[src/rtl/regfile_sb_if.sv]
// regfile_sb_if: read, write, issue and scoreboard signals of regfile_sb.
// The master drives addresses, writes and issues; the slave returns data and busy state.
interface regfile_sb_if #(
    parameter int DATA_W   = 32,
    parameter int NUM_REGS = 32,
    parameter int NUM_RD   = 3
);
    localparam int AW = $clog2(NUM_REGS);
    logic [NUM_RD*AW-1:0]     rd_addr;
    logic [NUM_RD*DATA_W-1:0] rd_data;
    logic [NUM_RD-1:0]        rd_busy;
    logic                     we0;
    logic                     we1;
    logic [AW-1:0]            wa0;
    logic [AW-1:0]            wa1;
    logic [DATA_W-1:0]        wd0;
    logic [DATA_W-1:0]        wd1;
    logic                     iss_valid;
    logic [AW-1:0]            iss_reg;
    logic                     iss_ready;
    logic [NUM_REGS-1:0]      busy;
    modport master (
        output rd_addr, we0, we1, wa0, wa1, wd0, wd1, iss_valid, iss_reg,
        input  rd_data, rd_busy, iss_ready, busy
    );
    modport slave (
        input  rd_addr, we0, we1, wa0, wa1, wd0, wd1, iss_valid, iss_reg,
        output rd_data, rd_busy, iss_ready, busy
    );
endinterface

[src/rtl/regfile_sb.sv]
// regfile_sb: 2-write, NUM_RD-read register file with a per-register pending-write scoreboard.
// Define REGFILE_SB_BYPASS_EN to forward same-cycle write data (and clear rd_busy) to the read ports.
module regfile_sb #(
    parameter int DATA_W   = 32,
    parameter int NUM_REGS = 32,
    parameter int NUM_RD   = 3
) (
    input logic         clk,
    input logic         rst_n,
    regfile_sb_if.slave bus
);
    localparam int AW = $clog2(NUM_REGS);
    logic [DATA_W-1:0]        regs [NUM_REGS];
    logic [NUM_REGS-1:0]      busy_q;
    logic [NUM_REGS-1:0]      busy_nxt;
    logic [NUM_RD*DATA_W-1:0] rd_data_c;
    logic [NUM_RD-1:0]        rd_busy_c;
    logic [AW-1:0]            ra;
    logic                     w0_ok;
    logic                     w1_ok;
    logic                     iss_ok;
    assign w0_ok = bus.we0 && bus.wa0 != '0;
    assign w1_ok = bus.we1 && bus.wa1 != '0;
    assign bus.iss_ready = bus.iss_valid && (bus.iss_reg == '0 || !busy_q[bus.iss_reg]);
    assign iss_ok = bus.iss_ready && bus.iss_reg != '0;
    // Clears first so a same-cycle issue to the written register keeps it pending.
    always_comb begin
        busy_nxt = busy_q;
        if (w0_ok) busy_nxt[bus.wa0] = 1'b0;
        if (w1_ok) busy_nxt[bus.wa1] = 1'b0;
        if (iss_ok) busy_nxt[bus.iss_reg] = 1'b1;
    end
    // Port 1 is written last so it wins a same-address collision; register 0 is never written.
    always_ff @(posedge clk or negedge rst_n) begin
        if (!rst_n) begin
            for (int i = 0; i < NUM_REGS; i++) regs[i] <= '0;
            busy_q <= '0;
        end else begin
            if (w0_ok) regs[bus.wa0] <= bus.wd0;
            if (w1_ok) regs[bus.wa1] <= bus.wd1;
            busy_q <= busy_nxt;
        end
    end
`ifdef REGFILE_SB_BYPASS_EN
    logic h0;
    logic h1;
    always_comb begin
        rd_data_c = '0;
        rd_busy_c = '0;
        ra = '0;
        h0 = 1'b0;
        h1 = 1'b0;
        for (int k = 0; k < NUM_RD; k++) begin
            ra = bus.rd_addr[k*AW +: AW];
            h1 = rst_n && w1_ok && bus.wa1 == ra;
            h0 = rst_n && w0_ok && bus.wa0 == ra;
            rd_data_c[k*DATA_W +: DATA_W] = h1 ? bus.wd1 : h0 ? bus.wd0 : regs[ra];
            rd_busy_c[k] = !(h0 || h1) && busy_q[ra];
        end
    end
`else
    always_comb begin
        rd_data_c = '0;
        rd_busy_c = '0;
        ra = '0;
        for (int k = 0; k < NUM_RD; k++) begin
            ra = bus.rd_addr[k*AW +: AW];
            rd_data_c[k*DATA_W +: DATA_W] = regs[ra];
            rd_busy_c[k] = busy_q[ra];
        end
    end
`endif
    assign bus.rd_data = rd_data_c;
    assign bus.rd_busy = rd_busy_c;
    assign bus.busy = busy_q;
endmodule

[src/flat_wrapper.sv]
// flat-port wrapper written by rule: the top's interface ports become plain ports
module regfile_sb_flat 
#(
    parameter int DATA_W   = 32,
    parameter int NUM_REGS = 32,
    parameter int NUM_RD   = 3
)
  (clk, rst_n, bus_rd_addr, bus_we0, bus_we1, bus_wa0, bus_wa1, bus_wd0, bus_wd1, bus_iss_valid, bus_iss_reg, bus_rd_data, bus_rd_busy, bus_iss_ready, bus_busy);
  regfile_sb_if #(.DATA_W(DATA_W), .NUM_REGS(NUM_REGS), .NUM_RD(NUM_RD)) bus_i ();
  input logic clk;
  input logic rst_n;
  input wire logic [$bits(bus_i.rd_addr)-1:0] bus_rd_addr;
  input wire logic [$bits(bus_i.we0)-1:0] bus_we0;
  input wire logic [$bits(bus_i.we1)-1:0] bus_we1;
  input wire logic [$bits(bus_i.wa0)-1:0] bus_wa0;
  input wire logic [$bits(bus_i.wa1)-1:0] bus_wa1;
  input wire logic [$bits(bus_i.wd0)-1:0] bus_wd0;
  input wire logic [$bits(bus_i.wd1)-1:0] bus_wd1;
  input wire logic [$bits(bus_i.iss_valid)-1:0] bus_iss_valid;
  input wire logic [$bits(bus_i.iss_reg)-1:0] bus_iss_reg;
  output wire logic [$bits(bus_i.rd_data)-1:0] bus_rd_data;
  output wire logic [$bits(bus_i.rd_busy)-1:0] bus_rd_busy;
  output wire logic [$bits(bus_i.iss_ready)-1:0] bus_iss_ready;
  output wire logic [$bits(bus_i.busy)-1:0] bus_busy;
  assign bus_i.rd_addr = bus_rd_addr;
  assign bus_i.we0 = bus_we0;
  assign bus_i.we1 = bus_we1;
  assign bus_i.wa0 = bus_wa0;
  assign bus_i.wa1 = bus_wa1;
  assign bus_i.wd0 = bus_wd0;
  assign bus_i.wd1 = bus_wd1;
  assign bus_i.iss_valid = bus_iss_valid;
  assign bus_i.iss_reg = bus_iss_reg;
  assign bus_rd_data = bus_i.rd_data;
  assign bus_rd_busy = bus_i.rd_busy;
  assign bus_iss_ready = bus_i.iss_ready;
  assign bus_busy = bus_i.busy;
  regfile_sb #(.DATA_W(DATA_W), .NUM_REGS(NUM_REGS), .NUM_RD(NUM_RD)) u_core (.clk(clk), .rst_n(rst_n), .bus(bus_i));
endmodule
[config.mk]
export PLATFORM = sky130hd
export DESIGN_NAME = regfile_sb_flat
export DESIGN_NICKNAME = d
export VERILOG_FILES = /design/src/rtl/regfile_sb_if.sv /design/src/rtl/regfile_sb.sv /design/src/flat_wrapper.sv
export SDC_FILE = /design/constraint.sdc
export NUM_CORES = 2
export LEC_CHECK = 0
export CAP_MARGIN = 20
export CORE_MARGIN = 1
export CORE_UTILIZATION = 30
export CTS_BUF_LIST = sky130_fd_sc_hd__clkbuf_16
export DETAILED_ROUTE_END_ITERATION = 6
export DONT_BUFFER_PORTS = 1
export GPL_TIMING_DRIVEN = 0
export PLACE_DENSITY = 0.57
export RECOVER_POWER = 50
export SYNTH_ARGS = -nofsm -noshare
export SYNTH_HDL_FRONTEND = slang
export SYNTH_SLANG_ARGS = --single-unit
[constraint.sdc]
create_clock -name clk -period 1.9 [get_ports clk]
set_clock_uncertainty 0.1 [all_clocks]
set_input_delay 0.19 -clock clk [delete_from_list [all_inputs] [get_ports clk]]
set_output_delay 0.19 -clock clk [all_outputs]
set_load 0.02 [all_outputs]
== After elaboration in Yosys (flattened, before gate mapping) ==
Index checks and enable logic that the tools add are counted.
Widths: inputs -> output; s select.

* Magnitude comparators: 16
* Muxes and demuxes: 34
* Bitwise operators: 10
* Reduce and logical (&&, ||, !) cells: 15

{| class="wikitable"
|+ Operator list
! cell !! number
|-
| $bwmux 1024 || 2
|-
| $mux 1024 || 2
|-
| $bmux 32 s5 || 3
|-
| $mux 32 || 11
|-
| $demux 32 s5 || 2
|-
| $and 32x32->32 || 2
|-
| $not 32->32 || 2
|-
| $lt 5x6->1 const B || 6
|-
| $or 32x32->32 || 1
|-
| $ge 6x6->1 const B || 5
|-
| $not 5->6 || 5
|-
| $bmux 1 s5 || 4
|-
| $demux 1 s5 || 3
|-
| $ge 5x1->1 const B || 3
|-
| $reduce_bool 5->1 || 3
|-
| $lt 6x1->1 const B || 2
|-
| $logic_and 1x1->1 || 9
|-
| $mux 1 || 7
|-
| $logic_not 5->1 || 1
|-
| $logic_not 1->1 || 1
|-
| $logic_or 1x1->1 || 1
|}

* Register bits: 1056
* Input port bits: 99
* Output and inout bits: 132
* Word-level logic and storage cells: 108

== Logic depth before layout (Yosys ltp) ==
* Depth in word-level cells: 11
* Mapped depth: 8
* Depth with buffers taken out: 5

== Worst setup path before layout ==
Ideal clock, no wire load.

* Kind: input -> output
* Start point: input bus_iss_reg[0]
* End point: output bus_iss_ready
* Arrival: 1.901 ns
* Required time: 1.610 ns
* Slack: -0.291 ns
* Stages: 7
* Path buffers: 2
* Cell sequence: clkbuf_1 buf_2 mux2i_1 nor2_1 nor4_1 nor2_2 o32ai_1

* Cells in the longest elaborated chain, start to end: 5
* Elaborated cells on any way between the ends: 6
* Classes of those cells: mux (2); reduce/logical (4)

{| class="wikitable"
|+ Ends and longest elaborated chain
! what !! RTL line !! RTL
|-
| start, declared || flat_wrapper.sv:20 || <nowiki>input wire logic [$bits(bus_i.iss_reg)-1:0] bus_iss_reg;</nowiki>
|-
| $bmux 1 s5 || regfile_sb.sv:24 || <nowiki>assign bus.iss_ready = bus.iss_valid && (bus.iss_reg == '0 || !busy_q[bus.iss_reg]);</nowiki>
|-
| $mux 1 (not written as such) || regfile_sb.sv:24 ||
|-
| $logic_not 1->1 || regfile_sb.sv:24 ||
|-
| $logic_or 1x1->1 (*) || regfile_sb.sv:24 ||
|-
| $logic_and 1x1->1 (*) || regfile_sb.sv:24 ||
|-
| end, declared || flat_wrapper.sv:23 || <nowiki>output wire logic [$bits(bus_i.iss_ready)-1:0] bus_iss_ready;</nowiki>
|}

Mark *: on every way between the ends. The rest lies on a longest branch, timed or not. The select of a mux whose other input is x is not followed.

== Worst setup path after layout ==
* Start point: register u_core.regs[20] (netlist bit)
* End point: output bus_rd_data[20]

* Cells in the longest elaborated chain, start to end: 3

{| class="wikitable"
|+ Ends and longest elaborated chain
! what !! RTL line !! RTL
|-
| start, declared || regfile_sb.sv:13 || <nowiki>logic [DATA_W-1:0] regs [NUM_REGS];</nowiki>
|-
| start signal, assigned by index || regfile_sb.sv:39 || <nowiki>if (w0_ok) regs[bus.wa0] <= bus.wd0;</nowiki>
|-
| start signal, assigned by index || regfile_sb.sv:40 || <nowiki>if (w1_ok) regs[bus.wa1] <= bus.wd1;</nowiki>
|-
| $bmux 32 s5 || regfile_sb.sv:68 || <nowiki>rd_data_c[k*DATA_W +: DATA_W] = regs[ra];</nowiki>
|-
| $mux 32 (not written as such) (2 in series) || regfile_sb.sv:68 ||
|-
| end, declared || flat_wrapper.sv:21 || <nowiki>output wire logic [$bits(bus_i.rd_data)-1:0] bus_rd_data;</nowiki>
|}

Every way passes these cells. The select of a mux whose other input is x is not followed.

==> metrics.cfg <==
[place]
place.gp.congestion = 1.06
dp.cells = 10100
hpwl_mm = 302
dpl_cell_area_mm2 = 0.0788
place_ws_ns = -1.99
io_buffer_count = 0

[detailed_routing]
route.detailed.drc = 9
drtIter0Drc = 10200
vias_per_cell = 6.37
post_drt_wl_per_cell_um = 36.2
drtPass1Iterations = 7
finalWirelength_mm = 380
antenna_left = 0
vias = 66800

[yosys]
ys_seq_elements = 1056
netlist_area_mm2 = 0.0735
synth.area.top_cells = dfrtp_1, mux4_2, mux2i_1
synth_edf_count = 0
yosys.area.top_type = dfrtp_1
syn_nets = 6986
synth_top_area_share_pct = 35.9
yosys_warnings = 0
synthArstFlopShare_pct = 100
synth_cell_types = 55
syn_inst = 6887
seq_area_frac_synth_pct = 35.9
ys.flop_type = dfrtp_1
avgSynthCellArea_um2 = 10.7

[critical_path]
crit_path_end = bus_rd_data[20]
reg2regPathDepth = 7
reg2reg_slack_ns = -0.21
reg2reg_to = u_core.bus.busy[3]$_DFF_PN0_
worst-endpoint-arrival_ns = 2.81
setup.worst_path.end_class = output port
worst_ep_required_time_ns = 1.61
cp_max_fo = 4
critPathLaunchType = flop
startpoint = u_core.regs[20]$_DFF_PN0_
critPathKind = reg -> out
r2r-start = u_core.bus.busy[2]$_DFF_PN0_

[grt]
grt_use_total_pct = 29.8
grt_pass1_vias = 62700
antenna_found_initial = 52
grt.overflow.total = 0
grt_max_degree = 1057
grt_pass1_wl_mm = 518

[pwr]
seqPwrFrac_pct = 39.9
p_per_area_mw_per_mm2 = 1000
comb_power_share_pct = 33.7
peakVddDrop_uv = 951
intPower_mw = 55.0
leakage_nw = 34.8
p_switching_mw = 32.7
swShare_pct = 37.3
p_clk_share_pct = 26.3

[die]
die_y_um = 497
coreArea_mm2 = 0.243
rows = 181
die_w_um = 497
pin_count = 231
fp.dieArea_mm2 = 0.247
start_util_pct = 30.2

[clocking]
cts_max_level = 3
cts_tree = done
clock_path_buffers = 3
clkSinkCount = 1056
root_buffer = clkbuf_16
path_clk_slew_ns = 0.06
cts_buffers = 118
worstSkewPairLatency_ns = 0.81

[layout]
finalNonFillerCells = 10500
fin_area_mm2 = 0.0873
nets = 7245
synthToLayoutAreaGrowth_pct = 18.7
drive_gt1_share_pct = 23.3

[run_status]
violations = DRC, setup timing
run_status = complete, but fails checks

[sta]
final.setup.tns_ns = -573.18
fin_ws_ns = -1.20
fmax_mhz = 323
hold_violations = 0
fin_crit_ns = 3.10
slew_headroom_pct = 13.7
setup_viol = 1358
fin_crit_sh_pct = 163
grt_setup_unrepaired = true
drv_slew = 0
worst_pin_slew_ns = 1.30

[worst_hold_path]
hp-class = in -> reg

[run]
max_cap_viol_count = 0

[per-stage QoR]
stage | utilization [%] | power [mW] | hold slack, ns
after floorplan | - | 51.4 | -0.206
after global placement | 32.3 | 59.3 | -0.114
after detailed placement | 32.4 | 60.4 | -0.112
after CTS | 35.5 | 86.0 | -0.957
after global routing | 35.8 | 90.3 | 0.00901
final | 35.9 | 87.7 | 0.0177
[final cells by class]
cell class / instances / area [µm²]
sequential: 1056 / 26400
timing repair buffer: 145 / 1660
tap: 3202 / 4010
buffer: 861 / 4330
antenna: 45 / 113
clock inverter: 95 / 578
clock buffer: 122 / 3050
inverter: 4 / 15.0
fill: 24100 / 156000
multi-input combinational: 4960 / 47100
[cell families (layout without fill, tap and decap cells)]
logic type             count (synthesis)  in the layout  synth area share, %
buffers and inverters                871           1227                 5.17
flip-flops                          1056           1056                 35.9
AND/OR/NAND/NOR                     1449           1449                 8.00
multiplexers                        1936           1936                 38.3
other                                  0             45                    0
AO/OA/AOI/OAI                       1575           1575                 12.6
[timing repair]
item,in CTS,in global routing
pin swaps,126,40
endpoints found under the setup margin,347,1107
endpoints found under the hold margin,2053,396
buffers inserted,16,5
cloned,0,3
resized for setup,553,154
hold buffers,81,14
[placed cells by master, fill, tap and decap left out, drive strengths merged, types with 10 or more instances in the layout]
master	count
nand2b	12
mux4	693
a31oi	27
clkbuf	709
nand3b	13
dlygate4sd3	85
nor3	10
a221oi	297
nand2	697
mux2i	1141
buf	332
a2bb2oi	26
a21oi	692
o21ai	486
mux2	102
nor2	666
o31ai	14
nor2b	16
clkinv	52
inv	37
dfrtp	1056
diode	45
[cell usage after synthesis, types with 13 or more instances]
| cell | instances |
|---|---|
| a21oi_1 | 692 |
| a221oi_1 | 297 |
| a2bb2oi_1 | 26 |
| a31oi_1 | 27 |
| buf_1 | 89 |
| buf_2 | 149 |
| buf_4 | 54 |
| buf_6 | 19 |
| clkbuf_1 | 556 |
| dfrtp_1 | 1056 |
| mux2_2 | 102 |
| mux2i_1 | 1141 |
| mux4_2 | 693 |
| nand2_1 | 695 |
| nand3b_1 | 13 |
| nor2_1 | 649 |
| nor2b_1 | 16 |
| o21ai_0 | 457 |
| o21ai_1 | 29 |
| o31ai_1 | 14 |
[power by group through the flow]
stage	registers, mW	logic, mW	clock network [mW]
6_report	35.0	29.6	23.1
5_1_grt	35.7	30.8	23.9
4_1_cts	34.7	28.3	23.0
3_5_place_dp	35.0	25.4	0
3_3_place_gp	34.4	24.8	0
2_1_floorplan	32.6	18.8	0
[metal layers]
metal	wire, µm	up-vias	share of wire (%)	GRT usage (%)
met4	26300	20	6.9	18.1
li1	-	26500	-	-
met5	138	-	0.036	0
met3	49300	855	13	10.5
met1	144000	34500	38	38.5
met2	160000	4877	42	42.6
[worst max-delay path, cell delays in order (launching register included)]
cell,delay (ns)
dfrtp_1,0.41
mux4_2,0.52
mux2_4,0.30
a221oi_4,0.61
a21oi_4,0.14
[worst min path at each step]
stage                           start                      endpoint  cells past startpoint  slack (ns)
after CTS                       rst_n    u_core.regs[101]$_DFF_PN0_                      0       -0.96
final                      bus_wa1[2]    u_core.regs[259]$_DFF_PN0_                      6        0.02
after global routing      bus_wd0[26]    u_core.regs[986]$_DFF_PN0_                      3       0.009
after detailed placement        rst_n    u_core.regs[101]$_DFF_PN0_                      0       -0.11
after global placement          rst_n    u_core.regs[103]$_DFF_PN0_                      0       -0.11
after floorplan                 rst_n  u_core.bus.busy[0]$_DFF_PN0_                      0       -0.21
[flip-flops by register name, indices dropped and copies added (netlist names)]
name,flops
u_core.regs,1024
u_core.bus.busy,32
Power figures use the tool's default switching activity.
